--- config.mk ---
export PLATFORM = sky130hd
export DESIGN_NAME = pipe_deliver_chain
export DESIGN_NICKNAME = d
export VERILOG_FILES = /design/src/rtl/pipe_deliver_chain.sv
export SDC_FILE = /design/constraint.sdc
export NUM_CORES = 1
export LEC_CHECK = 0
export ABC_CLOCK_PERIOD_IN_PS = 1200
export BUFFER_PORTS_ARGS = -buffer_cell sky130_fd_sc_hd__buf_2
export CAP_MARGIN = 15
export CORE_MARGIN = 5
export CORE_UTILIZATION = 46
export CTS_CLUSTER_DIAMETER = 40
export CTS_CLUSTER_SIZE = 25
export DETAILED_ROUTE_END_ITERATION = 8
export PLACE_DENSITY_LB_ADDON = 0.3
export SLEW_MARGIN = 30
export SYNTH_ARGS = -nofsm -noshare
export SYNTH_HDL_FRONTEND = slang
export SYNTH_SLANG_ARGS = --single-unit
--- constraint.sdc ---
create_clock -name clk -period 1.2 [get_ports clk]
set_clock_uncertainty 0.2 [all_clocks]
set_input_delay 0.06 -clock clk [delete_from_list [all_inputs] [get_ports clk]]
set_output_delay 0.06 -clock clk [all_outputs]
set_load 0.05 [all_outputs]
--- src/rtl/pipe_deliver_chain.sv ---
// Chain of DEPTH stall/flush/bubble stage registers (optional PDC_BUBBLE_CNT_EN squash counters).
// Latency: 1 cycle per register, DEPTH cycles end to end when nothing stalls.
// Backpressure: stall[i] freezes the feed into register i; a bubble is inserted only when the downstream side is free.
module pipe_deliver_chain #(
    parameter int                 WIDTH      = 32,
    parameter int                 DEPTH      = 1,
    parameter logic [WIDTH-1:0]   BUBBLE_VAL = '0,
    parameter int                 CNT_W      = 16
) (
    input  logic                     clk,
    input  logic                     rst,
    input  logic [WIDTH-1:0]         in_data,
    input  logic                     in_valid,
    input  logic [DEPTH:0]           stall,
    input  logic [DEPTH-1:0]         flush,
`ifdef PDC_BUBBLE_CNT_EN
    output logic [CNT_W*DEPTH-1:0]   bubble_cnt,
`endif
    output logic [WIDTH-1:0]         out_data,
    output logic                     out_valid,
    output logic [DEPTH-1:0]         stage_valid,
    output logic [WIDTH*DEPTH-1:0]   stage_data
);

    logic [WIDTH*DEPTH-1:0] data_q, data_d;
    logic [DEPTH-1:0]       valid_q, valid_d;
    logic [WIDTH*DEPTH-1:0] up_dat;
    logic [DEPTH-1:0]       up_vld;

    // Upstream slot i holds what register i would load: in_* for 0, register i-1 otherwise.
    for (genvar i = 0; i < DEPTH; i++) begin : g_up
        if (i == 0) begin : g_head
            assign up_dat[0 +: WIDTH] = in_data;
            assign up_vld[0]          = in_valid;
        end else begin : g_link
            assign up_dat[i*WIDTH +: WIDTH] = data_q[(i-1)*WIDTH +: WIDTH];
            assign up_vld[i]                = valid_q[i-1];
        end
    end

`ifdef PDC_BUBBLE_CNT_EN
    logic [CNT_W*DEPTH-1:0] cnt_q, cnt_d;
`endif

    always_comb begin
        data_d  = data_q;
        valid_d = valid_q;
`ifdef PDC_BUBBLE_CNT_EN
        cnt_d   = cnt_q;
`endif
        for (int i = 0; i < DEPTH; i++) begin
            if (flush[i] || (stall[i] && !stall[i+1])) begin
                data_d[i*WIDTH +: WIDTH] = BUBBLE_VAL;
                valid_d[i]               = 1'b0;
`ifdef PDC_BUBBLE_CNT_EN
                // Only a squashed valid entry counts; saturate rather than wrap.
                if (valid_q[i] && (cnt_q[i*CNT_W +: CNT_W] != {CNT_W{1'b1}})) begin
                    cnt_d[i*CNT_W +: CNT_W] = cnt_q[i*CNT_W +: CNT_W] + {{(CNT_W-1){1'b0}}, 1'b1};
                end
`endif
            end else if (!stall[i]) begin
                data_d[i*WIDTH +: WIDTH] = up_dat[i*WIDTH +: WIDTH];
                valid_d[i]               = up_vld[i];
            end
        end
    end

    always_ff @(posedge clk or negedge rst) begin
        if (!rst) begin
            data_q  <= {DEPTH{BUBBLE_VAL}};
            valid_q <= '0;
        end else begin
            data_q  <= data_d;
            valid_q <= valid_d;
        end
    end

`ifdef PDC_BUBBLE_CNT_EN
    always_ff @(posedge clk or negedge rst) begin
        if (!rst) begin
            cnt_q <= '0;
        end else begin
            cnt_q <= cnt_d;
        end
    end

    assign bubble_cnt = cnt_q;
`endif

    assign out_data    = data_q[(DEPTH-1)*WIDTH +: WIDTH];
    assign out_valid   = valid_q[DEPTH-1];
    assign stage_valid = valid_q;
    assign stage_data  = data_q;

endmodule

==> flow_results.org <==
** Timing
- Max Transition Viols Final :: 0
- Headroom to the max-slew limit came out at 0.833.
- RSZ-0062 raised after global routing :: yes
- Final hold analysis gives a worst-case slack of approximately 46 ps.
- The routed design could run at a clock period as short as 1180 ps.
- Final number of setup-violating endpoints :: 0
- Fmax :: 848 MHz
- For the pin with the worst max-slew slack, the measured transition is 252 ps.
- Dividing the final minimum period by the clock period gives 0.983.
- Final number of hold-violating endpoints :: 0

** Logic synthesis
- Yosys warning total :: 0
- Cell types with the largest area share after synthesis :: dfrtp_1 (40%), nand3_2 (14%), buf_4 (13%)
- The share of synthesized area in the top cell type comes to 0.395.
- After synthesis the cells add up to 2090 sq um.
- The synthesized design contains 33 register bits.
- In this run, distinct cell masters in the synthesized netlist total 13.
- Syn_area_per_cell :: about 12 sq um
- The share of the Yosys chip area taken by registers is 0.395.
- Syn_nets :: between 200 and 250
- Of all cell types, the one taking the most synthesized area is dfrtp_1.
- Synthesized instance count :: 180

** Setup path
- Register-to-Register Setup Slack :: 260 ps
- The worst register-to-register path begins at out_data[26]$_DFFE_PN0P_.
- Max Fanout on Critical Path :: 3
- Count of buffer and inverter cells on the critical path :: 1
- The setup path with the least slack is of type reg -> out.
- Data on the critical path arrives at its endpoint at 920 ps.
- Worst setup EP type :: primary output
- The largest single stage delay on the critical path is 370 ps.
- CP delay by family, top :: flip-flops
- Critical path startpoint category :: flop
- The most critical setup path has its startpoint at out_data[5]$_DFFE_PN0P_.
- Required time of the critical path :: 940 ps
- In this run the number of cells on the critical path is 1.
- Chain of cells forming the critical path :: buf_2
- Slowest-stage cell, CP :: dfrtp_1
- Cell depth of the worst flop-to-flop path :: 2

** Clock network
- The clock net in this run drives a total of 33 sinks.
- Clock root buffer master :: clkbuf_8
- Clock-pin slew was measured on the worst setup and hold paths at 60 ps.
- Total CTS buffers :: 5
- Clock insertion delay at the later pin of the skew report :: 270 ps
- H-Tree Depth :: 2
- TritonCTS built the clock tree.
- In this run the post-CTS setup repair buffer count came out at 0.
- Maximum count of clock buffers along a single path :: 2

** Drt
- DRT Pass-1 Iters :: 4
- Detail Route Antenna Nets :: 0
- DR iter-0 viols :: 55
- WL final :: 5150 microns
- Via count :: 1592
- Remaining DRCs :: 0
- In the routed layout, each cell is associated on average with a via count of 4.77.
- In the final routed layout, each cell accounts on average for 15.4 microns.

** Finish
- Design area :: 3040 sq um
- Measured on the finished design, the core utilization comes to 0.693.
- The top cell types in the final layout, fill and taps aside, are buf_4 (40), buf_2 (39), dlygate4sd3_1 (35).
- Antenna diode count :: 0
- Fraction of final layout cells sized beyond drive strength 1 :: 0.652
- The finished layout holds 334 standard cells, fillers aside.
- Nets@finish :: 320
- The library cell used most frequently in the layout, excluding fill and tap cells, is buf_4.
- Post-synthesis to final-layout area growth :: 45.4%
- After filler insertion, the fill cell instance count of the layout stands at about 320.

** Run
- Across the run, the number of max-cap violations was 0.

** Min path
- Worst hold path stage count :: 4
- In this run the worst hold path is classified as in -> reg.
- Hold Crit Start :: stall[0]

** Power and ir drop
- Worst vdd ir :: 0.547 mV
- In this run the static leakage power is 0.00139 uW.
- Areal power density over the cells :: 999 nW/um^2
- Summing internal, switching and leakage power gives 3040 uW.

** Placed design
- Total instance count after detailed placement :: 292
- Global placer's final weighted congestion :: 0.665
- Port buffering added 103 buffers.
- Area after DPL :: between 2000 and 2500 sq um
- Dpl hpwl :: about 2900 microns

** Floorplan
- CORE AREA :: around 4400 sq um
- Die area :: 5990 sq um
- For this configuration, the core starts out at a cell density of 0.477.
- The die is 77.4 microns tall.
- Die span in x :: approximately 77 microns
- Placement Rows :: 24
- ~100 I/O pins were placed.

** Global route
- Wire length of the first global-routing pass :: 8490 microns
- Total grt overflow :: 0
- The number of antenna violations at the first check in global routing is 0.
- Largest net degree at the start of global routing :: 35
- In the global route stage, overall resource usage came out at 0.173.
- Vias in the first global route :: 1682

** Run status
- Status :: complete, no violations
==> cell families (layout without fill, tap and decap cells) <==
group | after synthesis | after routing | share of synthesized area
buffers and inverters | 48 | 150 | 0.186
DFF | 33 | 33 | 0.395
AOI/OAI and AO/OA | 33 | 33 | 0.133
and+or+nand+nor | 66 | 66 | 0.286
==> sequential cells by signal (all words and copies together) (netlist names) <==
signal     flops
out_valid      1
out_data      32
==> power breakdown <==
group	switching, uW	internal, uW	total [uW]
clock network	368	455	823
registers	56.5	1160	1220
logic	615	378	993
==> stage by stage <==
step | setup TNS [ps] | setup WS, ps
floorplan | 0 | 19.5
global placement | 0 | 269
detailed placement | 0 | 261
CTS | -62.1 | -31.5
global route | -119 | -24.1
finish | 0 | 20.4
==> worst paths after layout <==
path	end
setup / recovery	stage_data[5]
hold / removal	out_data[31]$_DFFE_PN0P_
setup reg to reg	out_data[26]$_DFFE_PN0P_
hold reg to reg	out_data[5]$_DFFE_PN0P_
max in group asynchronous	out_data[5]$_DFFE_PN0P_
min in group asynchronous	out_data[18]$_DFFE_PN0P_
==> what timing repair did <==
item                       4_1_cts  5_1_grt
hold endpoints to repair        66        0
setup endpoints to repair       47       33
hold buffers                    35        0
gates resized for setup         46       44
==> cell usage after synthesis <==
library cell,instances
a21oi_1,3
a21oi_2,30
buf_12,3
buf_2,4
buf_4,37
buf_6,2
clkbuf_1,1
clkbuf_2,1
dfrtp_1,33
nand2b_1,23
nand2b_4,10
nand3_1,3
nand3_2,30
==> area by class of cell <==
type / count / area, sq um / area share
Clock buffer: 7 / 86.3 / 0.0284
Multi-Input combinational cell: 99 / 875 / 0.288
Sequential cell: 33 / 826 / 0.272
Tap cell: 52 / 65.1 / 0.0214
Timing Repair Buffer: 143 / 1190 / 0.390
==> metal layers <==
layer | track usage | part of all wire | vias up
met2 | 0.310 | 0.56 | 58
met4 | 0.0378 | 0.014 | 0
li1 | - | - | 767
met1 | 0.204 | 0.36 | 761
met5 | 0 | 0 | -
met3 | 0.0521 | 0.070 | 6
Power figures use the tool's default switching activity.
